### config.mk
export PLATFORM = sky130hd
export DESIGN_NAME = wb_stream_reader_master
export DESIGN_NICKNAME = d
export VERILOG_FILES = /design/src/rtl/wb_stream_pkg.sv /design/src/rtl/wb_stream_reader_fifo.sv /design/src/rtl/wb_stream_reader_master.sv
export SDC_FILE = /design/constraint.sdc
export NUM_CORES = 2
export LEC_CHECK = 0
export ABC_AREA = 1
export BUFFER_PORTS_ARGS = -buffer_cell sky130_fd_sc_hd__buf_2
export CAP_MARGIN = 40
export CORE_MARGIN = 2
export CORE_UTILIZATION = 55
export DETAILED_ROUTE_END_ITERATION = 10
export GPL_TIMING_DRIVEN = 0
export PLACE_DENSITY_LB_ADDON = 0.2
export SLEW_MARGIN = 10
export SYNTH_ARGS = -nofsm -noshare
export SYNTH_HDL_FRONTEND = slang
export SYNTH_HIERARCHICAL = 1
export SYNTH_SLANG_ARGS = --single-unit
### constraint.sdc
create_clock -name wb_clk_i -period 13.7 [get_ports wb_clk_i]
set_clock_uncertainty 0.05 [all_clocks]
set_input_delay 1.37 -clock wb_clk_i [delete_from_list [all_inputs] [get_ports wb_clk_i]]
set_output_delay 1.37 -clock wb_clk_i [all_outputs]
set_load 0.05 [all_outputs]
### src/rtl/wb_stream_pkg.sv
// Shared constants and state encoding for the Wishbone stream reader master.
package wb_stream_pkg;

   localparam logic [2:0] CTI_CLASSIC = 3'b000;
   localparam logic [2:0] CTI_INC     = 3'b010;
   localparam logic [2:0] CTI_EOB     = 3'b111;
   localparam logic [1:0] BTE_LINEAR  = 2'b00;

   typedef enum logic [1:0] {
      ST_IDLE,
      ST_BURST,
      ST_ERROR
   } state_e;

endpackage

### src/rtl/wb_stream_reader_fifo.sv
// Synchronous show-ahead FIFO: the head word is visible combinationally
// from the read pointer, so a pop and the next beat's data line up.
module wb_stream_reader_fifo #(
   parameter int DW = 32,
   parameter int AW = 5
) (
   input  logic          clk,
   input  logic          rst,
   input  logic          push_i,
   input  logic [DW-1:0] din_i,
   input  logic          pop_i,
   output logic [DW-1:0] dout_o,
   output logic          full_o,
   output logic          empty_o,
   output logic [AW:0]   level_o
);
   localparam int DEPTH = 1 << AW;

   logic [DW-1:0] mem [DEPTH];
   logic [AW-1:0] wr_ptr_q, wr_ptr_d, rd_ptr_q, rd_ptr_d;
   logic [AW:0]   level_q, level_d;
   logic          do_push, do_pop;

   assign full_o  = (level_q == (AW+1)'(DEPTH));
   assign empty_o = (level_q == '0);
   assign level_o = level_q;
   assign dout_o  = mem[rd_ptr_q];
   assign do_push = push_i && !full_o;
   assign do_pop  = pop_i && !empty_o;

   // Pointer and level update; simultaneous push and pop leaves level unchanged.
   always_comb begin
      wr_ptr_d = wr_ptr_q;
      rd_ptr_d = rd_ptr_q;
      level_d  = level_q;
      if (do_push) wr_ptr_d = wr_ptr_q + 1'b1;
      if (do_pop)  rd_ptr_d = rd_ptr_q + 1'b1;
      if (do_push && !do_pop)      level_d = level_q + 1'b1;
      else if (!do_push && do_pop) level_d = level_q - 1'b1;
   end

   // Pointer registers; reset flushes the FIFO.
   always_ff @(posedge clk or posedge rst) begin
      if (rst) begin
         wr_ptr_q <= '0;
         rd_ptr_q <= '0;
         level_q  <= '0;
      end else begin
         wr_ptr_q <= wr_ptr_d;
         rd_ptr_q <= rd_ptr_d;
         level_q  <= level_d;
      end
   end

   // Storage array, no reset needed.
   always_ff @(posedge clk) begin
      if (do_push) mem[wr_ptr_q] <= din_i;
   end

endmodule

### src/rtl/wb_stream_reader_master.sv
// Stream-to-memory DMA: buffers incoming stream words and writes them to a
// circular buffer using incrementing Wishbone bursts.
module wb_stream_reader_master
   import wb_stream_pkg::*;
#(
   parameter int WB_AW   = 32,
   parameter int WB_DW   = 32,
   parameter int FIFO_AW = 5
) (
   input  logic               wb_clk_i,
   input  logic               wb_rst_i,
   output logic [WB_AW-1:0]   wbm_adr_o,
   output logic [WB_DW-1:0]   wbm_dat_o,
   output logic [WB_DW/8-1:0] wbm_sel_o,
   output logic               wbm_we_o,
   output logic               wbm_cyc_o,
   output logic               wbm_stb_o,
   output logic [2:0]         wbm_cti_o,
   output logic [1:0]         wbm_bte_o,
   input  logic               wbm_ack_i,
   input  logic               wbm_err_i,
   input  logic [WB_DW-1:0]   stream_s_data_i,
   input  logic               stream_s_valid_i,
   output logic               stream_s_ready_o,
   input  logic               enable,
   input  logic [WB_AW-1:0]   start_adr,
   input  logic [WB_AW-1:0]   buf_size,
   input  logic [WB_AW-1:0]   burst_size,
   output logic               irq_o,
   output logic               err_o
);
   localparam logic [WB_AW-1:0] STRIDE = WB_AW'(WB_DW / 8);

   state_e             state_q, state_d;
   logic [WB_AW-1:0]   offset_q, offset_d;
   logic [WB_AW-1:0]   adr_q, adr_d;
   logic [WB_AW-1:0]   burst_len_q, burst_len_d;
   logic [WB_AW-1:0]   buf_len_q, buf_len_d;
   logic [WB_AW-1:0]   beat_cnt_q, beat_cnt_d;
   logic [2:0]         cti_q, cti_d;
   logic               cyc_q, cyc_d;
   logic               irq_q, irq_d;
   logic               err_q, err_d;

   logic               fifo_full, fifo_empty, fifo_pop;
   logic [FIFO_AW:0]   fifo_level;
   logic [WB_AW-1:0]   next_off;
   logic               last_beat;

   wb_stream_reader_fifo #(.DW(WB_DW), .AW(FIFO_AW)) u_fifo (
      .clk     (wb_clk_i),
      .rst     (wb_rst_i),
      .push_i  (stream_s_valid_i && stream_s_ready_o),
      .din_i   (stream_s_data_i),
      .pop_i   (fifo_pop),
      .dout_o  (wbm_dat_o),
      .full_o  (fifo_full),
      .empty_o (fifo_empty),
      .level_o (fifo_level)
   );

   assign stream_s_ready_o = !fifo_full && !wb_rst_i;
   assign wbm_adr_o = adr_q;
   assign wbm_sel_o = '1;
   assign wbm_we_o  = cyc_q;
   assign wbm_cyc_o = cyc_q;
   assign wbm_stb_o = cyc_q;
   assign wbm_cti_o = cti_q;
   assign wbm_bte_o = BTE_LINEAR;
   assign irq_o     = irq_q;
   assign err_o     = err_q;
   assign next_off  = offset_q + burst_len_q;
   assign last_beat = (beat_cnt_q == burst_len_q - 1'b1);

   // Next-state and output decode; config is latched only when a burst starts.
   always_comb begin
      state_d     = state_q;
      offset_d    = offset_q;
      adr_d       = adr_q;
      burst_len_d = burst_len_q;
      buf_len_d   = buf_len_q;
      beat_cnt_d  = beat_cnt_q;
      cti_d       = cti_q;
      cyc_d       = cyc_q;
      irq_d       = 1'b0;
      err_d       = err_q;
      fifo_pop    = 1'b0;
      unique case (state_q)
         ST_IDLE: begin
            if (!enable) begin
               offset_d = '0;
            end else if (burst_size != '0 && WB_AW'(fifo_level) >= burst_size) begin
               burst_len_d = burst_size;
               buf_len_d   = buf_size;
               beat_cnt_d  = '0;
               adr_d       = start_adr + offset_q * STRIDE;
               cti_d       = (burst_size == WB_AW'(1)) ? CTI_EOB : CTI_INC;
               cyc_d       = 1'b1;
               state_d     = ST_BURST;
            end
         end
         ST_BURST: begin
            if (wbm_err_i) begin
               // Faulting word stays in the FIFO.
               cyc_d   = 1'b0;
               cti_d   = CTI_CLASSIC;
               err_d   = 1'b1;
               state_d = ST_ERROR;
            end else if (wbm_ack_i) begin
               fifo_pop   = 1'b1;
               adr_d      = adr_q + STRIDE;
               beat_cnt_d = beat_cnt_q + 1'b1;
               if (last_beat) begin
                  cyc_d   = 1'b0;
                  cti_d   = CTI_CLASSIC;
                  state_d = ST_IDLE;
                  if (next_off >= buf_len_q) begin
                     offset_d = '0;
                     irq_d    = 1'b1;
                  end else begin
                     offset_d = next_off;
                  end
               end else if (beat_cnt_q + 1'b1 == burst_len_q - 1'b1) begin
                  cti_d = CTI_EOB;
               end
            end
         end
         ST_ERROR: begin
            if (!enable) begin
               err_d    = 1'b0;
               offset_d = '0;
               state_d  = ST_IDLE;
            end
         end
         default: state_d = ST_IDLE;
      endcase
   end

   // Control registers.
   always_ff @(posedge wb_clk_i or posedge wb_rst_i) begin
      if (wb_rst_i) begin
         state_q     <= ST_IDLE;
         offset_q    <= '0;
         adr_q       <= '0;
         burst_len_q <= '0;
         buf_len_q   <= '0;
         beat_cnt_q  <= '0;
         cti_q       <= CTI_CLASSIC;
         cyc_q       <= 1'b0;
         irq_q       <= 1'b0;
         err_q       <= 1'b0;
      end else begin
         state_q     <= state_d;
         offset_q    <= offset_d;
         adr_q       <= adr_d;
         burst_len_q <= burst_len_d;
         buf_len_q   <= buf_len_d;
         beat_cnt_q  <= beat_cnt_d;
         cti_q       <= cti_d;
         cyc_q       <= cyc_d;
         irq_q       <= irq_d;
         err_q       <= err_d;
      end
   end

endmodule

==> summary.md <==
| Metric | Value |
|---|---|
| Status | complete, no violations |
| Global route overflow | 0 |
| Layout cell share with drive strength beyond 1 | between 10% and 20% |
| Max Clk Rate | roughly 190 MHz |
| Resized Gates After CTS | 0 |
| Slew headroom | about 36% |
| Post-Syn Area | 0.0599 mm^2 |
| Worst-skew pair later-pin latency | 0.76 ns |
| Die width | between 300 and 400 um |
| PortBufs | 206 |
| Post-Route WL | around 200000 um |
| CP endpoint kind | register |
| TritonCTS Buffers | 130 |
| Non-filler cells, final | between 8000 and 9000 |
| Clock Path Buffers | 3 |
| Vias per cell | ~5.7 |
| Max Slew Vio Count | 0 |
| WL met3 | ~19000 um |
| Hold Buf Count CTS | 0 |
| Gr usage total | about a third |
| Most common cell after layout, fill and taps aside | nand2_1 |
| Count of final setup violators | 0 |
| Syn-to-layout area delta | 13.7% |
| CTS Sinks | 1207 |
| Ys Warns | 6 |
| Vias in the first global route | about 46000 |
| TNS Setup | 0 ns |
| Pin count of the biggest net entering global routing | 85 |
| Max Cap Viol | 0 |
| Final hold vios | 0 |
| Starting Density | a little under three fifths |
| Detailed Routing Iterations Pass 1 | 6 |
| Fin area | approximately 0.07 mm^2 |
| Kind of critical path | reg2reg |
| CTS tree | done |
| Top-Level Pins | ~210 |
| Worst slew pin tran | ~0.96 ns |
| Data required time at the worst endpoint | around 14 ns |
| Die Area | between 0.1 and 0.15 mm^2 |
| Routed Antenna Nets | 0 |
| Fin crit period | between 5 and 6 ns |
| Unrepaired setup endpoints after global routing | no |
| Initial antenna violation count | 8 |
| Sw frac | between 40 and 50% |
| Comb pwr share | between 40 and 50% |
| DRC | 0 |
| Clk slew on worst S/H paths | 0.06 ns |
| Routability congestion estimate | roughly 1 |
| Period utilization | 37.6% |
| First-pass GRT wire length | approximately 280000 um |
| Cells after DPL | about 8300 |
| Critical path peak fanout | 10 |
| Setup ws final | 8.55 ns |
| Crit path DAT | a little under 6 ns |
| Worst hold slack | roughly 0.42 ns |
| Iter 0 DRT Violations | 5351 |
| Hpwl dp | 143000 um |
| Fillers | between 8000 and 9000 |
| Core Area | about 0.11 mm^2 |
| H-Tree Depth | 4 |
| WL per Instance | between 20 and 25 um |
| Mapped Avg Cell Area | a little over 9 um^2 |
| Clock power frac | approximately 25% |
| Met2 routed WL | 91700 um |
| HP Class | reg2reg |
| Max layer used | met5 |
| Nets | ~7300 |
| P_sw | between 6 and 7 mW |
| CTS root buffer | clkbuf_16 |
| Sequential share of power | about a third |
| Pre-CTS setup slack | roughly 8.7 ns |
| Post-DP Area | 0.0639 mm^2 |
| Critical Path Start Type | register |
| P_leak | a little over 30 nW |
| Pwr/cell area | between 200 and 250 mW/mm^2 |
| Die H | about 330 um |
| Mapped Cells | 6608 |
| Cell Rows | between 100 and 150 |
| Post-CTS setup buffers | 0 |
| Most frequent cells in the layout | nand2_1, edfxtp_1, inv_1 |
| Cell Int Power | 7.65 mW |
| Wl on met1 | 71900 um |
| Vias | roughly 49000 |
| Peak VDD IR | 265 uV |
## state kept, by name, summed over array words and instances (netlist names)
register         flops
wbm_cti_o            2
buf_len_q           32
beat_cnt_q          32
u_fifo/rd_ptr_q      5
err_o                1
u_fifo/wr_ptr_q      5
u_fifo/mem        1024
u_fifo/level_o       6
burst_len_q         32
offset_q            32
wbm_adr_o           32
state_q              2
irq_o                1
wbm_cyc_o            1
## metrics by stage
| stage | total power [mW] | util, % |
|---|---|---|
| floorplan | 8.12 | - |
| global placement | 10.2 | 57.8 |
| detailed placement | 10.3 | 58.9 |
| CTS | 13.7 | 62.8 |
| global route | 14.4 | 62.8 |
| finish | 13.9 | 62.8 |
## area by class of cell
| class | count | area (um^2) | area share (%) |
|---|---|---|---|
| flip-flops and latches | 1207 | 35300 | 51.9 |
| multi-input cells | 4261 | 20100 | 29.5 |
| clock buffers | 168 | 3470 | 5.09 |
| inverters | 865 | 3250 | 4.78 |
| repair buffers | 323 | 2060 | 3.03 |
| well taps | 1414 | 1770 | 2.60 |
| plain buffers | 279 | 1420 | 2.09 |
| clock inverters | 70 | 724 | 1.06 |
| diodes | 4 | 10.0 | 0.0147 |
## power groups by stage
stage                     Sequential (mW)  Combinational, mW  Clock, mW
after floorplan                      4.59               3.53          0
after global placement               4.48               5.72          0
after detailed placement             4.47               5.84          0
after CTS                            4.39               5.88       3.47
after global routing                 4.42               6.40       3.62
final                                4.40               6.01       3.44
## critical path: stages, from the launching register on
cell and delay (ns):
dfrtp_1 0.53, ha_1 0.50, a21oi_1 0.10, a21boi_0 0.12, buf_2 0.17, o21bai_1 0.49, nand2_1 0.10, nand2_1 0.16
nand4_1 0.18, a21o_1 0.20, nand2_1 0.10, ha_1 0.26, a21oi_1 0.15, o21a_1 0.14, o221ai_1 0.21, a21oi_1 0.21
o211a_1 0.31, clkbuf_1 0.75, nand3_1 0.17, o21ai_1 0.16
## layer usage
layer / global-route usage (%) / vias up
li1: - / 22632
met1: 42.4 / 22968
met2: 57.3 / 2455
met3: 6.50 / 489
met4: 21.0 / 14
met5: 0 / -
## final timing paths
check | startpoint | slack, ns | to | cells after the start
hold / removal | wbm_adr_o[0] | 0.42 | wbm_adr_o[0] | 2
setup reg to reg | burst_len_q[4] | 8.55 | offset_q[30] | 19
max in group asynchronous | wb_rst_i | 12.04 | beat_cnt_q[3] | 3
hold reg to reg | wbm_adr_o[0] | 0.42 | wbm_adr_o[0] | 2
setup / recovery | burst_len_q[4] | 8.55 | offset_q[30] | 19
min in group asynchronous | wb_rst_i | 0.64 | u_fifo/level_o[5] | 2
No activity file was read; power rests on OpenSTA's default activity.
